$ cat src/rtl/dram_ctrl.sv
// dram_ctrl: closed-page single-beat DRAM controller (ACT -> RD/WR -> PRE); auto refresh when `DRAM_CTRL_REFRESH_EN is defined.
// Latency: u_cmd_ack one cycle after acceptance; write busy 3 cycles, read busy 4 with u_data_valid rising on READ_WAIT exit.
// Backpressure: a request waits with u_en high until u_cmd_ack; nothing is accepted while u_busy or while a refresh is due.
module dram_ctrl #(
    parameter int NUMBER_OF_COLUMNS = 8,
    parameter int NUMBER_OF_ROWS    = 128,
    parameter int NUMBER_OF_BANKS   = 8,
    parameter int REFRESH_RATE      = 1,
    parameter int CLK_FREQUENCY     = 100,
    parameter int U_DATA_WIDTH      = 2,
    parameter int DRAM_DATA_WIDTH   = 2,
    localparam int COLUMN_WIDTH           = $clog2(NUMBER_OF_COLUMNS / DRAM_DATA_WIDTH),
    localparam int ROW_WIDTH              = $clog2(NUMBER_OF_ROWS),
    localparam int BANK_ID_WIDTH          = $clog2(NUMBER_OF_BANKS),
    localparam int U_ADDR_WIDTH           = BANK_ID_WIDTH + ROW_WIDTH + COLUMN_WIDTH,
    localparam int DRAM_ADDR_WIDTH        = (ROW_WIDTH > COLUMN_WIDTH) ? ROW_WIDTH : COLUMN_WIDTH,
    localparam int CYCLES_BETWEEN_REFRESH = CLK_FREQUENCY * REFRESH_RATE,
    localparam int REFRESH_COUNTER_WIDTH  = $clog2(CYCLES_BETWEEN_REFRESH)
) (
    input  logic                       u_clk,
    input  logic                       u_rst_n,
    input  logic                       u_en,
    input  logic [U_ADDR_WIDTH-1:0]    u_addr,
    input  logic [U_DATA_WIDTH-1:0]    u_data_i,
    input  logic                       u_cmd,
    output logic [U_DATA_WIDTH-1:0]    u_data_o,
    output logic                       u_data_valid,
    output logic                       u_cmd_ack,
    output logic                       u_busy,
    input  logic [DRAM_DATA_WIDTH-1:0] dram_rd_data,
    input  logic                       dram_refresh_done,
    output logic [DRAM_DATA_WIDTH-1:0] dram_wr_data,
    output logic [DRAM_ADDR_WIDTH-1:0] dram_addr,
    output logic [BANK_ID_WIDTH-1:0]   dram_bank_id,
    output logic                       dram_cs_n,
    output logic                       dram_ras_n,
    output logic                       dram_cas_n,
    output logic                       dram_we_n,
    output logic                       dram_clk_en
);

    if (U_DATA_WIDTH != DRAM_DATA_WIDTH) begin : g_bad_width
        $error("dram_ctrl: U_DATA_WIDTH must equal DRAM_DATA_WIDTH");
    end
    if (CYCLES_BETWEEN_REFRESH < 2 || REFRESH_COUNTER_WIDTH < 1) begin : g_bad_refresh
        $error("dram_ctrl: refresh period must be at least 2 cycles");
    end

    typedef struct packed {
        logic cs_n;
        logic ras_n;
        logic cas_n;
        logic we_n;
    } dram_cmd_t;

    // Field order matches {u_cmd, u_addr, u_data_i}, so the request latches as one vector.
    typedef struct packed {
        logic                     wr;
        logic [BANK_ID_WIDTH-1:0] bank;
        logic [ROW_WIDTH-1:0]     row;
        logic [COLUMN_WIDTH-1:0]  col;
        logic [U_DATA_WIDTH-1:0]  dat;
    } req_t;

    localparam dram_cmd_t CMD_NOP    = 4'b0111;
    localparam dram_cmd_t CMD_ACT    = 4'b0011;
    localparam dram_cmd_t CMD_RD     = 4'b0101;
    localparam dram_cmd_t CMD_WR     = 4'b0100;
    localparam dram_cmd_t CMD_PRE    = 4'b0010;
    localparam dram_cmd_t CMD_AREF   = 4'b0001;
    localparam dram_cmd_t CMD_DESEL  = 4'b1111;

    typedef enum logic [2:0] {
        S_IDLE,
        S_ACTIVATE,
        S_READ,
        S_READ_WAIT,
        S_WRITE,
        S_PRECHARGE,
        S_REFRESH,
        S_REFRESH_WAIT
    } state_t;

    state_t                     state_q, state_d;
    req_t                       req_q, req_in;
    dram_cmd_t                  cmd_q, cmd_d;
    logic [DRAM_ADDR_WIDTH-1:0] addr_d;
    logic [BANK_ID_WIDTH-1:0]   bank_d;
    logic [DRAM_DATA_WIDTH-1:0] wdat_d;
    logic                       ack_d;
    logic                       latch;
    logic                       capture;
    logic                       refresh_due;

    assign req_in = {u_cmd, u_addr, u_data_i};
    assign {dram_cs_n, dram_ras_n, dram_cas_n, dram_we_n} = cmd_q;

`ifdef DRAM_CTRL_REFRESH_EN
    logic [REFRESH_COUNTER_WIDTH-1:0] rf_cnt_q;
    logic                             rf_pend_q;
    logic                             rf_wrap;
    logic                             refresh_clr;

    assign rf_wrap     = (rf_cnt_q == REFRESH_COUNTER_WIDTH'(CYCLES_BETWEEN_REFRESH - 1));
    assign refresh_clr = (state_q == S_REFRESH);
    // The wrap cycle itself counts as due, so a request arriving on that edge loses to refresh.
    assign refresh_due = rf_pend_q | rf_wrap;

    always_ff @(posedge u_clk or negedge u_rst_n) begin
        if (!u_rst_n) begin
            rf_cnt_q  <= '0;
            rf_pend_q <= 1'b0;
        end else begin
            rf_cnt_q <= rf_wrap ? '0 : rf_cnt_q + REFRESH_COUNTER_WIDTH'(1);
            if (rf_wrap) begin
                rf_pend_q <= 1'b1;
            end else if (refresh_clr) begin
                rf_pend_q <= 1'b0;
            end
        end
    end
`else
    // Without refresh the REFRESH states are unreachable and dram_refresh_done has no effect.
    assign refresh_due = 1'b0;
`endif

    // Outputs are registered, so each branch computes the pins for the state being entered.
    always_comb begin
        state_d = state_q;
        cmd_d   = CMD_NOP;
        addr_d  = dram_addr;
        bank_d  = dram_bank_id;
        wdat_d  = dram_wr_data;
        ack_d   = 1'b0;
        latch   = 1'b0;
        capture = 1'b0;
        case (state_q)
            S_IDLE: begin
                if (refresh_due) begin
                    state_d = S_REFRESH;
                    cmd_d   = CMD_AREF;
                end else if (u_en) begin
                    state_d = S_ACTIVATE;
                    cmd_d   = CMD_ACT;
                    addr_d  = DRAM_ADDR_WIDTH'(req_in.row);
                    bank_d  = req_in.bank;
                    ack_d   = 1'b1;
                    latch   = 1'b1;
                end
            end
            S_ACTIVATE: begin
                addr_d = DRAM_ADDR_WIDTH'(req_q.col);
                if (req_q.wr) begin
                    state_d = S_WRITE;
                    cmd_d   = CMD_WR;
                    wdat_d  = req_q.dat;
                end else begin
                    state_d = S_READ;
                    cmd_d   = CMD_RD;
                end
            end
            S_WRITE: begin
                state_d = S_PRECHARGE;
                cmd_d   = CMD_PRE;
                bank_d  = req_q.bank;
            end
            S_READ: begin
                state_d = S_READ_WAIT;
            end
            S_READ_WAIT: begin
                state_d = S_PRECHARGE;
                cmd_d   = CMD_PRE;
                bank_d  = req_q.bank;
                capture = 1'b1;
            end
            S_PRECHARGE: begin
                state_d = S_IDLE;
            end
            S_REFRESH: begin
                state_d = S_REFRESH_WAIT;
            end
            S_REFRESH_WAIT: begin
                if (dram_refresh_done) begin
                    state_d = S_IDLE;
                end
            end
            default: begin
                state_d = S_IDLE;
            end
        endcase
    end

    always_ff @(posedge u_clk or negedge u_rst_n) begin
        if (!u_rst_n) begin
            state_q <= S_IDLE;
        end else begin
            state_q <= state_d;
        end
    end

    always_ff @(posedge u_clk or negedge u_rst_n) begin
        if (!u_rst_n) begin
            req_q        <= '0;
            cmd_q        <= CMD_DESEL;
            dram_addr    <= '0;
            dram_bank_id <= '0;
            dram_wr_data <= '0;
            u_cmd_ack    <= 1'b0;
            u_busy       <= 1'b0;
            u_data_o     <= '0;
            u_data_valid <= 1'b0;
            dram_clk_en  <= 1'b0;
        end else begin
            if (latch) begin
                req_q <= req_in;
            end
            cmd_q        <= cmd_d;
            dram_addr    <= addr_d;
            dram_bank_id <= bank_d;
            dram_wr_data <= wdat_d;
            u_cmd_ack    <= ack_d;
            u_busy       <= (state_d != S_IDLE);
            dram_clk_en  <= 1'b1;
            if (capture) begin
                u_data_o     <= dram_rd_data;
                u_data_valid <= 1'b1;
            end else if (ack_d) begin
                u_data_valid <= 1'b0;
            end
        end
    end

endmodule

$ cat config.mk
export PLATFORM = sky130hd
export DESIGN_NAME = dram_ctrl
export DESIGN_NICKNAME = d
export VERILOG_FILES = /design/src/rtl/dram_ctrl.sv
export SDC_FILE = /design/constraint.sdc
export NUM_CORES = 1
export LEC_CHECK = 0
export CAP_MARGIN = 25
export CORE_ASPECT_RATIO = 1.5
export CORE_MARGIN = 2
export CORE_UTILIZATION = 45
export CTS_BUF_LIST = sky130_fd_sc_hd__clkbuf_8 sky130_fd_sc_hd__clkbuf_16
export CTS_CLUSTER_DIAMETER = 50
export DETAILED_ROUTE_END_ITERATION = 10
export PLACE_DENSITY_LB_ADDON = 0.3
export SLEW_MARGIN = 20
export SYNTH_ARGS = -nofsm -noshare
export SYNTH_HDL_FRONTEND = slang
export SYNTH_SLANG_ARGS = --single-unit
$ cat constraint.sdc
create_clock -name u_clk -period 2.14 [get_ports u_clk]
set_input_delay 0.321 -clock u_clk [delete_from_list [all_inputs] [get_ports u_clk]]
set_output_delay 0.321 -clock u_clk [all_outputs]
set_load 0.01 [all_outputs]
==> flow_metrics.py <==
metrics = {
    "clocking": {
        "post-cts-setup-buffer-count": 0,
        "clock_path_buffers": 2,
        "cts_root_buf": "clkbuf_8",
        "cts_tree": "yes",
        "numCtsBuffers": 5,
        "cts_hold_buf": 0,
        "cts_max_level": 2,
        "clk_latency_ps": 280,
        "clock-sinks": 33,
        "cts-resized-gates": 0,
        "path_clk_slew_ps": 60,
    },
    "worst_setup_path": {
        "worstPathBufferInverterCount": 2,
        "worstSetupPathType": "in -> reg",
        "path_delay_family": "simple AND/OR/NAND/NOR gates",
        "cp.arrival_ps": 1840,
        "cpPeakStageDelay_ps": 500,
        "worstPathCellList": "clkdlybuf4s50_1 -> or3b_1 -> or2_1 -> buf_4 -> nor2_1 -> nor2_1",
        "slowest_stage": "clkdlybuf4s50_1",
        "worstPathRequired_ps": 2310,
        "r2r_slack_ps": 470,
        "cpMostUsedCell": "nor2_1",
        "r2r_end": "dram_bank_id[1]",
        "rr_startpoint": "state_q[1]",
        "critPathLaunch": "u_en",
        "worstPathMaxFanout": 18,
        "end_kind": "flop",
        "r2r_cells": 5,
        "start_kind": "input pin",
    },
    "synth": {
        "synthTopCellsByArea": "dfrtp_1, nand2_1, dfstp_2",
        "ys.warnings.count": 0,
        "synthCells": 127,
        "yosys.area.top_type_share_pct": 54.77,
        "ys_seq_elements": 33,
        "avgSynthCellArea_um2": 10.43,
        "syn_nets": 148,
        "syn_area_um2": 1325,
        "ys_types": 25,
        "yosysSeqAreaShare_pct": 62.70,
        "synth_area_leader_cell": "dfrtp_1",
    },
    "timing": {
        "setup_viol": 0,
        "rsz0062_at_grt": "false",
        "fmax_mhz": 597.9,
        "fin_skew_ps": 1.976,
        "hold_viol": 0,
        "slew_violations": 0,
        "finalCriticalPeriod_ps": 1673,
        "finalCritPeriodShare_pct": 78.16,
        "hold_ws_ps": 439.7,
        "fin_setup_tns_ps": 0,
    },
    "finish": {
        "final_cell_mix": "clkdlybuf4s50_1, nand2_1, dfrtp_1",
        "synthToLayoutAreaGrowth_pct": 38.24,
        "instances_no_fill": 213,
        "nets": 194,
        "final_layout_size_suffix_gt1_share_pct": 9.770,
        "final_common_cell": "clkdlybuf4s50_1",
        "diodes": 0,
    },
    "global_route": {
        "antenna_found_initial": 0,
        "grt_pass1_vias": 998,
        "grt_use_total_pct": 17.12,
        "grt_pass1_wl_mm": 4.284,
        "grt_remaining_overflow": 0,
        "grt_max_degree": 34,
    },
    "floorplan": {
        "num_io_pins": 43,
        "core-area_um2": 2853,
        "die_w_um": 48.31,
        "dieHeight_um": 70.46,
        "fp-row-count": 24,
        "die_area_um2": 3404,
        "initial_core_util_pct": 46.45,
    },
    "place": {
        "port_buffers": 42,
        "gp_congestion": 0.7853,
        "placed_cells": 205,
        "dp_hpwl_mm": 1.800,
    },
    "drt": {
        "wirelength_mm": 2.590,
        "drc_errors": 0,
        "drtPass1Iterations": 4,
        "drt_iter0_markers": 9,
        "vias": 991,
        "route.antenna.remaining_nets": 0,
        "wl_per_cell_um": 12.16,
        "viasPerCell": 4.653,
    },
    "power": {
        "irDropWorstVdd_uv": 681.9,
        "power_mw": 2.586,
        "pwr_density_cell_nw_per_um2": 1412,
        "p_leak_nw": 0.8642,
    },
    "min_path": {
        "hold_path.class": "in -> async",
    },
    "run_status": {
        "status": "finished, final reports clean",
    },
    "job": {
        "maxCapViolations": 0,
    },
}
worst reg2reg max path: cells and delay by family (launching register included):
| family | cells | cell delay (ps) |
|---|---|---|
| buffers and inverters | 1 | 220 |
| flip-flops | 1 | 480 |
| AND/OR/NAND/NOR | 4 | 860 |
cells by family after synthesis:
group | synth area share (%)
multiplexers | 3.399
other | 0.5668
buffers and inverters | 6.137
flip-flops | 62.70
AO/OA/AOI/OAI | 6.704
AND/OR/NAND/NOR | 20.49
how the worst max path moves through the flow:
stage | cells past startpoint | endpoint | slack [ps]
2_1_floorplan | 7 | dram_addr[0] | 560
3_3_place_gp | 6 | dram_bank_id[2] | 210
3_5_place_dp | 6 | dram_bank_id[1] | 180
4_1_cts | 5 | dram_bank_id[1] | 470
5_1_grt | 5 | dram_addr[1] | 380
6_report | 6 | dram_bank_id[1] | 470
cell usage after synthesis:
cell type and count:
nand2_1 40, dfrtp_1 29, nor2_1 10, nand3_1 7, a21oi_1 4, dfstp_2 4
mux2_2 4, o22ai_1 4, buf_6 3, inv_1 3, a22oi_1 2, and2_1 2
conb_1 2, or3b_1 2, a21boi_0 1, a2bb2oi_1 1, buf_12 1, clkbuf_1 1
clkinv_4 1, inv_2 1, nand3b_1 1, nor3_1 1, o21ai_0 1, o31ai_1 1
or2_1 1
layer usage:
layer | global-route usage [%] | wire (um) | vias up
met4 | 10.16 | 56 | 0
met1 | 17.88 | 1033 | 457
met2 | 27.78 | 1336 | 32
li1 | - | - | 496
met5 | 0 | 0 | -
met3 | 8.120 | 163 | 6
state kept, by name, indices dropped and copies added, names as in the netlist, 2 cells and up:
| signal | count |
|---|---|
| state_q | 3 |
| dram_addr | 7 |
| dram_wr_data | 2 |
| dram_bank_id | 3 |
| req_q | 8 |
| u_data_o | 2 |
per-stage QoR:
stage	util [%]	instance area (um2)	setup slack (ps)
6_report	64.21	1832	467.4
5_1_grt	64.21	1832	384.5
4_1_cts	64.21	1832	468.0
3_5_place_dp	61.40	1752	179.7
3_3_place_gp	61.40	1752	213.1
2_1_floorplan	-	1325	564.7
area by class of cell:
cell class | count | area [um2]
inverters | 5 | 23.77
repair buffers | 44 | 435.4
flip-flops and latches | 33 | 830.8
clock inverters | 3 | 11.26
well taps | 39 | 48.80
fillers | 242 | 1021
clock buffers | 5 | 68.82
multi-input cells | 84 | 412.9
where the power goes:
group / internal [mW] / total [mW] / switching (mW)
Combinational: 0.570 / 1.06 / 0.492
Clock: 0.216 / 0.420 / 0.204
Sequential: 0.919 / 1.10 / 0.186
Total: 1.71 / 2.59 / 0.881
Note: power is estimated with default switching activity, not from simulation.
